[config.mk]
export PLATFORM = sky130hd
export DESIGN_NAME = fetch_controller
export DESIGN_NICKNAME = d
export VERILOG_FILES = /design/src/rtl/fetch_controller.sv
export SDC_FILE = /design/constraint.sdc
export NUM_CORES = 1
export LEC_CHECK = 0
export CORE_ASPECT_RATIO = 1.5
export CORE_MARGIN = 4
export CORE_UTILIZATION = 35
export DETAILED_ROUTE_END_ITERATION = 7
export DONT_BUFFER_PORTS = 1
export GPL_TIMING_DRIVEN = 0
export SLEW_MARGIN = 10
export SYNTH_ARGS = -nofsm -noshare
export SYNTH_HDL_FRONTEND = slang
export SYNTH_SLANG_ARGS = --single-unit
[constraint.sdc]
create_clock -name clk -period 6.8 [get_ports clk]
set_input_delay 1.36 -clock clk [delete_from_list [all_inputs] [get_ports clk]]
set_output_delay 1.36 -clock clk [all_outputs]
set_load 0.01 [all_outputs]
[src/rtl/fetch_controller.sv]
// fetch_controller: sequential instruction fetch from a combinational
// instruction memory into a 2-entry {pc, instr} output buffer, with
// redirect, halt and sticky out-of-range fault handling.
//
// Output handshake: out_valid is high whenever the buffer holds at least one
// entry, and out_pc/out_instr then show the oldest entry. They stay unchanged
// until the consumer raises out_ready. An entry transfers on every rising edge
// where out_valid and out_ready are both 1. out_valid does not depend on
// out_ready.
module fetch_controller #(
  parameter logic [31:0] RESET_PC   = 32'h00000000,
  parameter int          IMEM_WORDS = 256
) (
  input  logic        clk,
  input  logic        reset,
  output logic [31:0] imem_addr,
  input  logic [31:0] imem_instr,
  input  logic        halt,
  input  logic        redirect_valid,
  input  logic [31:0] redirect_target,
  output logic        out_valid,
  input  logic        out_ready,
  output logic [31:0] out_instr,
  output logic [31:0] out_pc,
  output logic        fault,
  output logic [1:0]  dbg_state
);

  typedef enum logic [1:0] {
    RUN    = 2'd0,
    HALTED = 2'd1,
    FAULT  = 2'd2
  } state_t;

  // One past the last valid byte address. It is 33 bits wide so that a
  // memory covering the full 4 GiB space still compares correctly.
  localparam logic [32:0] ADDR_LIMIT = 33'(4 * IMEM_WORDS);

  state_t      state;
  state_t      state_nxt;
  logic [31:0] pc;
  logic [1:0]  count;
  logic [31:0] e0_pc;
  logic [31:0] e0_instr;
  logic [31:0] e1_pc;
  logic [31:0] e1_instr;

  logic        pop;
  logic        want_fetch;
  logic        in_range;
  logic        fetch;
  logic        fault_hit;

  // Fetch/pop qualification. A redirect suppresses both in its cycle.
  always_comb begin
    imem_addr  = pc & 32'hFFFF_FFFC;
    pop        = out_valid && out_ready && !redirect_valid;
    want_fetch = (state == RUN) && !redirect_valid && ((count != 2'd2) || pop);
    in_range   = ({1'b0, imem_addr} < ADDR_LIMIT);
    fetch      = want_fetch && in_range;
    fault_hit  = want_fetch && !in_range;
  end

  // Next-state logic. A redirect leaves the state alone, so halt is ignored
  // in that cycle and HALTED is not left.
  always_comb begin
    state_nxt = state;
    case (state)
      RUN: begin
        if (!redirect_valid) begin
          if (fault_hit) state_nxt = FAULT;
          else if (halt) state_nxt = HALTED;
        end
      end
      HALTED: begin
        if (!redirect_valid && !halt) state_nxt = RUN;
      end
      FAULT:   state_nxt = FAULT;
      default: state_nxt = RUN;
    endcase
  end

  // State register. FAULT is sticky until reset.
  always_ff @(posedge clk or posedge reset) begin
    if (reset) state <= RUN;
    else       state <= state_nxt;
  end

  // pc, buffer and occupancy. Entry 0 is always the oldest. A pop shifts
  // entry 1 down, and a push fills the first free slot after any pop.
  always_ff @(posedge clk or posedge reset) begin
    if (reset) begin
      pc       <= RESET_PC;
      count    <= 2'd0;
      e0_pc    <= 32'h0;
      e0_instr <= 32'h0;
      e1_pc    <= 32'h0;
      e1_instr <= 32'h0;
    end else if (redirect_valid) begin
      count <= 2'd0;
      pc    <= redirect_target & 32'hFFFF_FFFC;
    end else begin
      if (fetch) pc <= pc + 32'd4;
      case ({fetch, pop})
        2'b10: begin
          if (count == 2'd0) begin
            e0_pc    <= imem_addr;
            e0_instr <= imem_instr;
          end else begin
            e1_pc    <= imem_addr;
            e1_instr <= imem_instr;
          end
          count <= count + 2'd1;
        end
        2'b01: begin
          e0_pc    <= e1_pc;
          e0_instr <= e1_instr;
          count    <= count - 2'd1;
        end
        2'b11: begin
          if (count == 2'd1) begin
            e0_pc    <= imem_addr;
            e0_instr <= imem_instr;
          end else begin
            e0_pc    <= e1_pc;
            e0_instr <= e1_instr;
            e1_pc    <= imem_addr;
            e1_instr <= imem_instr;
          end
        end
        default: ;
      endcase
    end
  end

  // Registered outputs only. Nothing here depends combinationally on
  // out_ready.
  always_comb begin
    out_valid = (count != 2'd0);
    out_pc    = e0_pc;
    out_instr = e0_instr;
    fault     = (state == FAULT);
    dbg_state = state;
  end

endmodule

# Yosys cells after proc, flatten, opt, wreduce, memory -nomap -nowiden
# Index checks and enable logic that the tools add are counted.
# op_classes
n_lt_le_gt_ge,1
muxes,21
bitwise_logic,1
add_sub_neg,3
n_reduce_logical,21
eq_ne,13
# ops
operator,count
2-to-1 mux 32 bit,10
one-hot mux 32 bit (3 select lines),2
one-hot mux 32 bit (2 select lines),2
"adder 32 x 3 -> 32 bit, second input constant",1
"< comparator 32 x 11 -> 1 bit, second input constant",1
"inequality test 2 bit, second input constant",6
2-to-1 mux 2 bit,5
logical AND 1 bit,7
"== test 2 x 1 -> 1 bit, second input constant",3
"== test 2 bit, second input constant",3
one-hot mux 2 bit (3 select lines),1
AND reduction 3 bit,2
nonzero test 2 bit,3
nonzero test 3 bit,2
zero test 2 bit,2
one-hot mux 2 bit (2 select lines),1
AND reduction 4 bit,1
zero test 1 bit,3
"inequality test 3 bit, second input constant",1
"adder 2 x 1 -> 2 bit, second input constant",1
"subtractor 2 x 1 -> 2 bit, second input constant",1
logical OR 1 bit,1
inverter 1 bit,1
# word_totals
regBits,164
word_cells,67
output_inout_bits,100

# Depth between registers and ports, before layout
# logic_depth
word_depth,9
mapped_depth,9

# Worst setup path after synthesis
# Ideal clock, no wire load.
# synth_timing
path_kind,in2reg
from,input redirect_valid
to,"register e0_instr[18], in the netlist out_instr[18]"
setup_slack_ns,3.787
arrival_time_ns,2.902
cell_stages,5
path_buffers,1
setup_ns,0.111
cell_sequence,or4b_2 > a2111oi_2 > a21boi_1 > clkbuf_1 > a222oi_1
# synth_between
elab_chain_len,8
elab_cells_between_ends,14
cone_classes,4 x eq/ne; 1 x mux; 1 x bitwise; 8 x reduce/logical
# synth_rtl
item,line_no,rtl
start: declaration,19,"input logic redirect_valid,"
zero test 1 bit,"57, 58",
logical AND 1 bit,57,pop = out_valid && out_ready && !redirect_valid;
logical OR 1 bit,58,want_fetch = (state == RUN) && !redirect_valid && ((count != 2'd2) || pop);
logical AND 1 bit,58,
logical AND 1 bit,60,fetch = want_fetch && in_range;
== test 2 bit / == test 2 x 1 -> 1 bit (equally long branches),104,"case ({fetch, pop})"
inequality test 2 bit (no source line) / nonzero test 3 bit (equally long branches),n/a,
AND reduction 3 bit (no source line),n/a,
end signal: assignment,108,e0_instr <= imem_instr;
end signal: assignment,117,e0_instr <= e1_instr;
end signal: assignment,123,e0_instr <= imem_instr;
end: declaration,44,logic [31:0] e0_instr;
# Several ways; a longest one is shown, not always the timed one.
# A chain may end at the register's enable or synchronous reset.

# Worst setup path after layout
# layout_timing
from,input out_ready
to,"register e0_instr[31], in the netlist out_instr[31]"
# layout_between
elab_chain_len,8
elab_cells_between_ends,12
cone_classes,4 x eq/ne; 1 x mux; 7 x reduce/logical
# layout_rtl
item,line_no,rtl
start: declaration,22,"input logic out_ready,"
logical AND 1 bit * (2 in a row),57,
logical OR 1 bit,58,
logical AND 1 bit,58,
logical AND 1 bit,60,
== test 2 bit / == test 2 x 1 -> 1 bit (equally long branches),104,
inequality test 2 bit (no source line) / nonzero test 3 bit (equally long branches),n/a,
AND reduction 3 bit (no source line),n/a,
# Mark *: on every way between the ends. The rest lies on a longest branch, timed or not.

==> summary.md <==
| Metric | Value |
|---|---|
| Clock network fraction of total power | 0.477 |
| Share of synthesized area occupied by flip-flops and latches | 0.598 |
| Worst setup SP type | primary input |
| Antenna violation net count after detailed routing | 0 |
| Top cell types by occurrence after synthesis | sky130_fd_sc_hd__dfrtp_1 (158), sky130_fd_sc_hd__inv_1 (126), sky130_fd_sc_hd__a222oi_1 (40), sky130_fd_sc_hd__mux2i_1 (40), sky130_fd_sc_hd__nor2b_1 (23) |
| Sequential power share | 0.462 |
| Total number of vias | 4439 |
| Synthesized-area fraction occupied by ao, oa, aoi and oai cells | 0.132 |
| Pins over their slew limit | 0 |
| WL/cell | 18.9 microns |
| Final setup fails | 0 |
| Setup repair after global routing missed its margin | no |
| Static Leakage | 3.73 nW |
| Gp weighted congestion | 0.806 |
| Slowest CP cell | sky130_fd_sc_hd__a21boi_1 |
| Maximum clock frequency | 0.318 GHz |
| Sum of net half-perimeters after detailed placement | 11.5 mm |
| Outcome | complete, no violations |
| Detailed-route vias per instance | 5.26 |
| Maximum number of pins on one net before global-route repair | 85 |
| Syn Area/Cell | 11.9 sq um |
| Initial antenna violation count | 0 |
| Total net switching power | 0.545 mW |
| Internal power summed over all cells | 1.64 mW |
| Logic pwr share | 0.061 |
| Most frequently used cell type in the post-synthesis netlist | sky130_fd_sc_hd__dfrtp_1 |
| Number of hold violations in the final report | 0 |
| Clk_skew | 7.63 ps |
| Worst slew margin | 0.411 |
| Clock transition time at the flip-flop clock pins of the worst setup and hold paths | 60 ps |
| Fraction of synthesized area in multiplexers | 0.0964 |
| Die Wd | 120 microns |
| Ports placed on the boundary | 169 |
| Data required time at the worst endpoint | 7060 ps |
| HP Class | flip-flop to flip-flop |
| VDD IR-drop max | 0.000156 V |
| Port bufs | 0 |
| Dominant delay contributor by cell family on the critical path | compound AO/OA/AOI/OAI gates |
| Final worst hold slack | 480 ps |
| GR Overflow Total | 0 |
| Quantity of hold-fixing buffers added after cts | 0 |
| Clk sink count | 158 |
| Full die area | 0.0212 sq mm |
| Buffers inserted by post-CTS timing repair | 0 |
| Net count, final | 653 |
| Effective utilization at floorplan | 0.356 |
| Relative area change from synthesis to final layout | 15.3% |
| Maximum number of buffers from clock root to sink | 2 |
| Count of instances resized after the clock tree is built | 0 |
| Number of buffers created by CTS | 17 |
| DRC Markers | 0 |
| Number of flops mapped to enable cells by yosys | 0 |
| DRT Wirelength | 15.9 mm |
| Crit path capture type | flip-flop |
| Placement Rows | 61 |
| Die height | 176 microns |
| Cell at the root of the clock tree | sky130_fd_sc_hd__clkbuf_16 |
| Adder-cell share of the synthesized area | 0.00757 |
| Total global routing track utilization | 0.153 |
| DR iter-0 viols | 270 |
| Number of global-route vias before repair | 4841 |
| Post-Synth XOR/XNOR Area | 0.00133 |
| Synth cell types | 53 |
| Drt pass-1 iters | 6 |
| Antenna diodes | 0 |
| Clock Latency Late Sink | 420 ps |
| Power density cells | 287 mW/mm^2 |
| Slowest stage delay, CP | 730 ps |
| FF+latch count, synth | 158 |
| Filler Cell Count | 1817 |
| Synthesized-area fraction occupied by and/or/nand/nor cells | 0.0649 |
| Category of the critical setup timing path | primary input to flip-flop |
| Most used DFF post-synth | sky130_fd_sc_hd__dfrtp_1 |
| Final Critical Period | 3140 ps |
| Buffers plus inverters on the worst setup path | 2 |
| H-Tree Depth | 4 |
| Proportion of layout cells with a drive suffix above 1 | 0.140 |
| Ratio of final minimum period to clock period | 0.462 |
| Fraction of registers with async set/reset | 1.00 |
| Cell types with the largest area share after synthesis | sky130_fd_sc_hd__dfrtp_1 (60%), sky130_fd_sc_hd__inv_1 (7.2%), sky130_fd_sc_hd__a222oi_1 (6.1%), sky130_fd_sc_hd__mux2i_1 (6.1%), sky130_fd_sc_hd__mux2_2 (3.6%) |
| Area fraction of the dominant cell type after synthesis | 0.598 |
| Yosys warning count | 0 |
| Critical Path, Cell by Cell | nand2b_1 -> clkbuf_1 -> a2111oi_2 -> a21boi_1 -> clkbuf_1 -> a222oi_1 |
| Main combinational cell family by area after synthesis | compound AO/OA/AOI/OAI gates |
| CTS tree | yes |
| Worst-margin pin slew | 881 ps |
| Fraction of power spent switching nets | 0.249 |
| Arrival time at the worst endpoint | 3400 ps |
| Wire length of the first global-routing pass | 25.5 mm |
| Cell type with the highest aggregate area in the netlist | sky130_fd_sc_hd__dfrtp_1 |
| Total of max-cap violations | 0 |
| Synthesized instance count | 557 |
| Most frequent cell on the critical path | sky130_fd_sc_hd__clkbuf_1 |
| Cell area after synthesis | 0.00661 sq mm |
| Post-route total power | 2.19 mW |
| Area of the placeable core | 0.0185 sq mm |
| Crit path max fanout | 10 |
==> worst paths after layout <==
kind | startpoint | endpoint | slack, ps | depth (start not counted)
hold / removal | e1_pc[27]$_DFFE_PP0P_ | out_pc[27]$_DFFE_PP0P_ | 480 | 1
hold reg to reg | e1_pc[27]$_DFFE_PP0P_ | out_pc[27]$_DFFE_PP0P_ | 480 | 1
setup / recovery | out_ready | out_instr[31]$_DFFE_PP0P_ | 3660 | 6
max in group asynchronous | reset | out_pc[26]$_DFFE_PP0P_ | 5170 | 2
min in group asynchronous | reset | e1_instr[19]$_DFFE_PP0P_ | 840 | 1
setup reg to reg | count[1]$_DFFE_PP0P_ | out_instr[31]$_DFFE_PP0P_ | 3760 | 8
==> routing by layer <==
layer / track usage / routed length, microns
met1: 0.167 / 5960
met2: 0.269 / 8460
met3: 0.0538 / 1070
met4: 0.0655 / 457
met5: 0 / 0
==> power by group through the flow <==
stage / clock network, mW / logic (mW) / registers, mW
6_report: 1.04 / 0.134 / 1.01
5_1_grt: 1.11 / 0.153 / 1.01
4_1_cts: 1.07 / 0.137 / 1.01
3_5_place_dp: 0 / 0.136 / 1.03
3_3_place_gp: 0 / 0.127 / 1.03
2_1_floorplan: 0 / 0.104 / 1.02
==> layout by cell type (no fill, tap or decap), types with 2 or more instances in the layout <==
cell                        netlist  layout
sky130_fd_sc_hd__a21oi_1          3       3
sky130_fd_sc_hd__a222oi_1        40      40
sky130_fd_sc_hd__a22o_1          22      22
sky130_fd_sc_hd__a31oi_1          4       4
sky130_fd_sc_hd__and2_1           2       2
sky130_fd_sc_hd__buf_1            2       2
sky130_fd_sc_hd__buf_2           12      12
sky130_fd_sc_hd__buf_4            8       8
sky130_fd_sc_hd__bufinv_16        0       4
sky130_fd_sc_hd__clkbuf_1        14      14
sky130_fd_sc_hd__clkbuf_16        0      17
sky130_fd_sc_hd__clkinv_4         0       2
sky130_fd_sc_hd__conb_1           1       4
sky130_fd_sc_hd__dfrtp_1        158     158
sky130_fd_sc_hd__ha_1             4       4
sky130_fd_sc_hd__inv_1          126     125
sky130_fd_sc_hd__inv_6            0       3
sky130_fd_sc_hd__inv_8            0       5
sky130_fd_sc_hd__mux2_2          21      21
sky130_fd_sc_hd__mux2i_1         40      40
sky130_fd_sc_hd__nand2_1          6       6
sky130_fd_sc_hd__nand3_1          7       7
sky130_fd_sc_hd__nand4_1          6       6
sky130_fd_sc_hd__nor2_1          12      12
sky130_fd_sc_hd__nor2b_1         23      23
sky130_fd_sc_hd__nor3_1           2       2
sky130_fd_sc_hd__nor4_1           4       4
sky130_fd_sc_hd__o211ai_1         3       3
sky130_fd_sc_hd__o21ai_0          3       3
sky130_fd_sc_hd__o31ai_1          4       4
sky130_fd_sc_hd__or3_1            2       2
sky130_fd_sc_hd__or4_4            2       2
==> cell families after synthesis <==
family | count (synthesis)
and+or+nand+nor | 74
other | 1
DFF | 158
xor gates and xnor gates | 1
adders and majority gates | 4
muxes | 61
AOI/OAI and AO/OA | 95
buffers and inverters | 163
==> per-stage QoR <==
step	TNS (ps)	std cells	area (sq um)	setup slack, ps	utilization
after floorplan	0	560	6620	1180	-
after global placement	-31360	812	6940	-206	0.374
after detailed placement	0	813	6970	3090	0.376
after CTS	0	844	7620	3550	0.411
after global routing	0	844	7620	3370	0.411
final	0	844	7620	3660	0.411
==> registers in the layout, summed over array words and instances (netlist names) <==
signal and count:
pc 30, count 2, out_pc 30, out_instr 32, dbg_state 2, e1_pc 30
e1_instr 32
==> final cells by class <==
cell class,instances,area (sq um),area share
Sequential cell,158,3950,0.519
Buffer,36,180,0.0236
Multi-Input combinational cell,239,2010,0.264
Timing Repair Buffer,1,27.5,0.00361
Clock inverter,14,225,0.0296
Clock buffer,17,425,0.0558
Inverter,127,484,0.0635
Tap cell,252,315,0.0414
(Power assumes the default switching activity.)
